$ cat src/rtl/toss_pkg.sv
// rtl/toss_pkg.sv - shared types and sizing for the toss game controller
// Holds the FSM state encoding and the default sizes used by
// toss_game_ctrl and streak_cnt.
package toss_pkg;

   localparam int TOSS_MAX_PLAYERS = 4;
   localparam int TOSS_STREAK_W    = 3;
   localparam int TOSS_ROUND_W     = 8;

   typedef enum logic [1:0] {
      ST_IDLE = 2'd0,
      ST_PLAY = 2'd1,
      ST_DONE = 2'd2
   } state_t;

endpackage

$ cat src/rtl/streak_cnt.sv
// rtl/streak_cnt.sv - saturating per-player streak counter
// Ports:
//   clk, rst_n : clock, asynchronous active-low reset
//   inc        : add one, holding at the all-ones value
//   clr        : clear to zero (wins over inc)
//   cnt        : current streak
module streak_cnt #(
   parameter int W = 3
) (
   input  logic         clk,
   input  logic         rst_n,
   input  logic         inc,
   input  logic         clr,
   output logic [W-1:0] cnt
);

   always_ff @(posedge clk or negedge rst_n) begin
      if (!rst_n) begin
         cnt <= '0;
      end else if (clr) begin
         cnt <= '0;
      end else if (inc && (cnt != {W{1'b1}})) begin
         cnt <= cnt + W'(1);
      end
   end

endmodule

$ cat src/rtl/toss_game_ctrl.sv
// rtl/toss_game_ctrl.sv - coin toss streak game controller
// Players toss in turn; the first to reach cfg_target consecutive heads wins.
// Ports:
//   clk, rst_n               : clock, asynchronous active-low reset
//   start, abort             : begin a game (IDLE only) / end it without a winner
//   cfg_players, cfg_target  : players-1 and heads needed, latched on start
//   toss_valid, toss         : toss handshake and result (1 = head)
//   toss_ready               : a toss is accepted this cycle
//   busy                     : game in progress
//   cur_player, cur_streak   : next player to toss and that player's streak
//   round_cnt                : completed full rounds, saturating
//   win_valid, winner        : one-cycle win pulse and held winner index
module toss_game_ctrl
   import toss_pkg::*;
#(
   parameter int MAX_PLAYERS = TOSS_MAX_PLAYERS,
   parameter int STREAK_W    = TOSS_STREAK_W
) (
   input  logic                    clk,
   input  logic                    rst_n,
   input  logic                    start,
   input  logic                    abort,
   input  logic [1:0]              cfg_players,
   input  logic [STREAK_W-1:0]     cfg_target,
   input  logic                    toss_valid,
   input  logic                    toss,
   output logic                    toss_ready,
   output logic                    busy,
   output logic [1:0]              cur_player,
   output logic [STREAK_W-1:0]     cur_streak,
   output logic [TOSS_ROUND_W-1:0] round_cnt,
   output logic                    win_valid,
   output logic [1:0]              winner
);

   state_t                 state;
   logic [1:0]             players_q;
   logic [STREAK_W-1:0]    target_q;
   logic [STREAK_W-1:0]    streak [MAX_PLAYERS];
   logic [MAX_PLAYERS-1:0] inc;
   logic [MAX_PLAYERS-1:0] clr;
   logic                   accept;
   logic [STREAK_W-1:0]    head_next;
   logic                   win;

   for (genvar i = 0; i < MAX_PLAYERS; i++) begin : g_streak
      streak_cnt #(.W(STREAK_W)) u_streak (
         .clk   (clk),
         .rst_n (rst_n),
         .inc   (inc[i]),
         .clr   (clr[i]),
         .cnt   (streak[i])
      );
   end

   assign toss_ready = (state == ST_PLAY) && !abort;
   assign busy       = (state == ST_PLAY);
   assign win_valid  = (state == ST_DONE);
   assign accept     = toss_valid && toss_ready;
   assign cur_streak = streak[cur_player];

   // The win compare must see the value the counter is about to take,
   // including saturation, so the same head that completes the streak wins.
   assign head_next = (cur_streak == {STREAK_W{1'b1}}) ? cur_streak
                                                      : cur_streak + STREAK_W'(1);
   assign win       = accept && toss && (head_next == target_q);

   always_comb begin
      inc = '0;
      clr = '0;
      if ((state == ST_IDLE) && start) begin
         clr = '1;
      end else if (accept) begin
         if (toss) inc[cur_player] = 1'b1;
         else      clr[cur_player] = 1'b1;
      end
   end

   always_ff @(posedge clk or negedge rst_n) begin
      if (!rst_n) begin
         state      <= ST_IDLE;
         players_q  <= '0;
         target_q   <= STREAK_W'(1);
         cur_player <= '0;
         round_cnt  <= '0;
         winner     <= '0;
      end else begin
         case (state)
            ST_IDLE: begin
               if (start) begin
                  players_q  <= cfg_players;
                  // A target of zero would never match a post-head streak.
                  target_q   <= (cfg_target == '0) ? STREAK_W'(1) : cfg_target;
                  cur_player <= '0;
                  round_cnt  <= '0;
                  state      <= ST_PLAY;
               end
            end
            ST_PLAY: begin
               if (abort) begin
                  state <= ST_IDLE;
               end else if (accept) begin
                  if (win) begin
                     winner <= cur_player;
                     state  <= ST_DONE;
                  end else if (cur_player == players_q) begin
                     cur_player <= '0;
                     if (round_cnt != {TOSS_ROUND_W{1'b1}})
                        round_cnt <= round_cnt + TOSS_ROUND_W'(1);
                  end else begin
                     cur_player <= cur_player + 2'd1;
                  end
               end
            end
            ST_DONE: state <= ST_IDLE;
            default: state <= ST_IDLE;
         endcase
      end
   end

endmodule

$ cat config.mk
export PLATFORM = sky130hd
export DESIGN_NAME = toss_game_ctrl
export DESIGN_NICKNAME = d
export VERILOG_FILES = /design/src/rtl/toss_pkg.sv /design/src/rtl/streak_cnt.sv /design/src/rtl/toss_game_ctrl.sv
export SDC_FILE = /design/constraint.sdc
export NUM_CORES = 1
export LEC_CHECK = 0
export ABC_AREA = 1
export ABC_CLOCK_PERIOD_IN_PS = 2900
export BUFFER_PORTS_ARGS = -buffer_cell sky130_fd_sc_hd__buf_4
export CAP_MARGIN = 20
export CORE_ASPECT_RATIO = 0.75
export CORE_MARGIN = 1
export CORE_UTILIZATION = 48
export CTS_CLUSTER_SIZE = 12
export DETAILED_ROUTE_END_ITERATION = 12
export GPL_TIMING_DRIVEN = 0
export PLACE_DENSITY = 0.69
export SETUP_SLACK_MARGIN = 0.15
export SKIP_LAST_GASP = 1
export SYNTH_ARGS = -nofsm -noshare
export SYNTH_HDL_FRONTEND = slang
export SYNTH_SLANG_ARGS = --single-unit
$ cat constraint.sdc
create_clock -name clk -period 2.9 [get_ports clk]
set_input_delay 0.58 -clock clk [delete_from_list [all_inputs] [get_ports clk]]
set_output_delay 0.58 -clock clk [all_outputs]
set_load 0.02 [all_outputs]
==> out/results.txt <==
The run gives 31 as the count of clock tree sinks. Count of endpoints failing hold in the final timing report: 0. Global routing consumed, on the met1 layer, 36.2% of the routing resources. The combined buffer and inverter count along the critical path was 5.

TritonCTS created 5 clock buffers. The slew at the pin with the worst max-slew slack was 0.557 ns; the total inserted antenna cells was 0. For this design the ratio of total power to cell area is 718 nW/µm². The first global-routing pass estimated 7820 µm of wire.

During I/O placement, the number of pins put on the boundary was 29. Entering global routing, the biggest net connects 32 pins. The cell sitting at the root of the clock tree is a sky130_fd_sc_hd__clkbuf_8. The run gives 31.6% as the global routing met2 resource utilization. The signal on the critical path passes through buf_4 -> inv_1 -> nand3_1 -> nand2_1 -> inv_1 -> ha_1 -> nand3_1 -> inv_1 -> nand2_1 -> nand2_1 -> nand2_1 -> inv_1 -> nand2_2 -> nand4_4 -> nand2_1 -> nand2_1. The worst path meets setup with 0.473 ns of slack. At the end of the flow the core is filled with cells to 61.8%. IR analysis of the VDD net gives a maximum drop of 337 µV. The timing-limited maximum frequency is 0.412 GHz, and the post-synth design cell area is 2010 µm².

During synthesis, Yosys emitted a total of 0 warnings. The category of the worst setup path capture point is a register. The number of placed instances, taps included, is 346.

The cell that appears most often on the critical path is sky130_fd_sc_hd__nand2_1. TritonCTS built the clock tree. After synthesis, the mean cell area works out to 7.55 µm². Clock latency on the worst-skew pair: 0.29 ns. The area of all placed cells without fillers came out at 2360 µm².

The delay of the slowest critical-path stage came out at 0.44 ns. After layout, the minimum clock period comes to 2.43 ns. The cell family with the largest share of critical-path delay was simple AND/OR/NAND/NOR gates.

The met3 global-route usage is 4.72%, and the proportion of layout cells with a drive suffix above 1 is 17.2%. In the routed design, unresolved DRC markers number 0. The worst-case clock buffer depth was 2; the peak fanout along the critical path was 8. The worst hold path belongs to the class input port to asynchronous set/reset pin. After detailed routing, the total wire length is 4600 µm.

Dividing the detail-routed wire length by the instance count gives 13.0 µm. At the end of routability-driven placement, the weighted congestion stood at 0.850. Synthesis inferred 31 register bits. Adding up every negative setup slack in the final design gives 0 ns.

The initial antenna violation count is 0. The worst setup path is launched from a register. The synthesized netlist contains 30 unique library cells.

Global routing finished with a remaining overflow of 0. Across all layers, the routed design uses 1799 vias. The synthesis-to-layout area growth works out to 17.7%. The die is 58.0 µm tall.

After the flow finishes, the layout carries non-filler instances totaling 354. In this run the horizontal extent of the chip is 76.7 µm. The clock tree synthesis step divided the H-tree into 2 levels. The instance area after placement was 2280 µm²; the fraction of the yosys area taken by sequential cells was 38.7%. The count of buffers inserted at the top-level ports is 28, and the total power is 1.70 mW. For the number of cells produced by synthesis, the log shows 266. The run gives 1582 as the via count of the first global-routing pass. Setup skew after layout: 0.00921 ns.

For the number of max-capacitance violations reported, the log shows 0. After layout, the worst path uses 83.7% of the clock period. The minimum hold slack is 0.225 ns, and the number of nets in the final layout is 326.

Core outline area: 3830 µm². The run gives 19 as the row count. The initial utilization of the core area, before any placement, comes to 52.5%.

The data arrival time of the critical path is 2.60 ns. The die covers 4450 µm². Using the TritonRoute via totals, the vias-per-cell ratio works out to 5.08. The type of the setup path with the least slack was register to register. For the final-report max-slew violation count, the log shows 0.

Setup repair after global routing left no endpoint under its margin. Buffer count from post-CTS setup fixing: 0. The remaining max-slew budget at the tightest pin is 62.4%. For the worst setup path, the data required time is 3.07 ns. The slowest stage of the critical path belongs to the cell sky130_fd_sc_hd__dfrtp_1. For this block, the initial DRC count from the detailed router was 109.

The run finished with clean final reports. In this run the most used layer during global routing was met1. Global routing used 23.1% of the available tracks. The placed wire-length estimate after detailed placement came out at 3400 µm. The logs give 0 for the final setup violation count and 5 for the number of iterations in the first detailed-routing pass.

After clock tree synthesis, the clock-pin slew on the worst setup and hold paths is 0.07 ns. Summed over all cells, the static leakage comes to 1.25 nW. OpenSTA, run right after detailed placement, puts the worst setup slack at 0.516 ns. Hold repair after CTS inserted 0 buffers.

The tools report the remaining number of nets flagged by the antenna check after routing as 0. Synthesized netlist net count: 291. The post-CTS resize count is 0.
[per-layer routing]
| metal | routed length, µm | up-vias |
|---|---|---|
| li1 | - | 935 |
| met5 | 0 | - |
| met3 | 275 | 6 |
| met2 | 1820 | 51 |
| met4 | 54 | 0 |
| met1 | 2450 | 807 |
[cell usage after synthesis, drive strengths merged]
master / number / share of area, %
dfstp: 1 / 1.3
nor2: 19 / 4.3
or2: 1 / 0.31
inv: 39 / 7.3
dfrtp: 30 / 37
o311ai: 2 / 0.87
mux2i: 2 / 1.0
a31oi: 3 / 1.7
ha: 14 / 8.7
xor2: 1 / 0.44
nor3: 10 / 3.2
nand3: 18 / 4.5
nor4: 2 / 0.93
clkinv: 1 / 0.19
buf: 3 / 1.3
nand4: 12 / 4.5
a21oi: 10 / 2.7
o21ai: 14 / 3.5
nand2: 84 / 16
[sequential cells by signal (all words and copies together), names as in the netlist]
register and flops:
target_q 3, state 2, winner 2, g_streak.u_streak.cnt 12
round_cnt 8, players_q 2, cur_player 2
[cell type report]
class | instances | area [µm²]
buffer | 3 | 26.3
timing repair buffer | 28 | 210
fill | 355 | 1460
multi-input combinational | 192 | 1060
clock buffer | 8 | 80.1
inverter | 40 | 150
sequential | 31 | 777
tap | 52 | 65.1
[logic make-up (layout without fill, tap and decap cells)]
family,count (synthesis),count (layout),share of synthesized area (%)
xor+xnor,1,1,0.436
mux,2,2,0.996
buf+inv,43,79,8.78
fa+ha+maj,14,14,8.72
simple gates,146,146,33.7
compound gates,29,29,8.72
flops,31,31,38.7
[where the power goes]
| part | internal, mW | leakage (nW) | switching [mW] | total (mW) |
|---|---|---|---|---|
| Clock | 0.170 | 0.0395 | 0.160 | 0.331 |
| Combinational | 0.286 | 0.793 | 0.505 | 0.791 |
| Sequential | 0.503 | 0.416 | 0.0736 | 0.577 |
[cells in the final DEF (no fill, tap or decap), types with 3 or more instances in the layout]
cell type / count
sky130_fd_sc_hd__buf_4: 30
sky130_fd_sc_hd__inv_1: 37
sky130_fd_sc_hd__clkbuf_8: 5
sky130_fd_sc_hd__ha_1: 14
sky130_fd_sc_hd__clkbuf_1: 3
sky130_fd_sc_hd__a21oi_1: 9
sky130_fd_sc_hd__nor2_1: 15
sky130_fd_sc_hd__o21ai_0: 13
sky130_fd_sc_hd__nor3_2: 3
sky130_fd_sc_hd__nand3_1: 18
sky130_fd_sc_hd__nor3_1: 7
sky130_fd_sc_hd__nor2_2: 3
sky130_fd_sc_hd__nand4_1: 11
sky130_fd_sc_hd__nand2_1: 82
sky130_fd_sc_hd__dfrtp_1: 30
[worst paths after layout]
kind                                      startpoint                  endpoint  slack, ns  cells after the start
max in group asynchronous                      rst_n   target_q[0]$_DFFE_PN1P_       2.35                      1
min                                            rst_n      state[0]$_DFFE_PN0P_       0.22                      1
max                        cur_player[1]$_DFFE_PN0P_  round_cnt[6]$_DFFE_PN0P_       0.47                     16
max reg2reg                cur_player[1]$_DFFE_PN0P_  round_cnt[6]$_DFFE_PN0P_       0.47                     16
min in group clk                      cfg_players[0]  players_q[0]$_DFFE_PN0P_       0.49                      3
min reg2reg                    winner[1]$_DFFE_PN0P_     winner[1]$_DFFE_PN0P_       0.50                      2
Note: power is estimated with default switching activity, not from simulation.
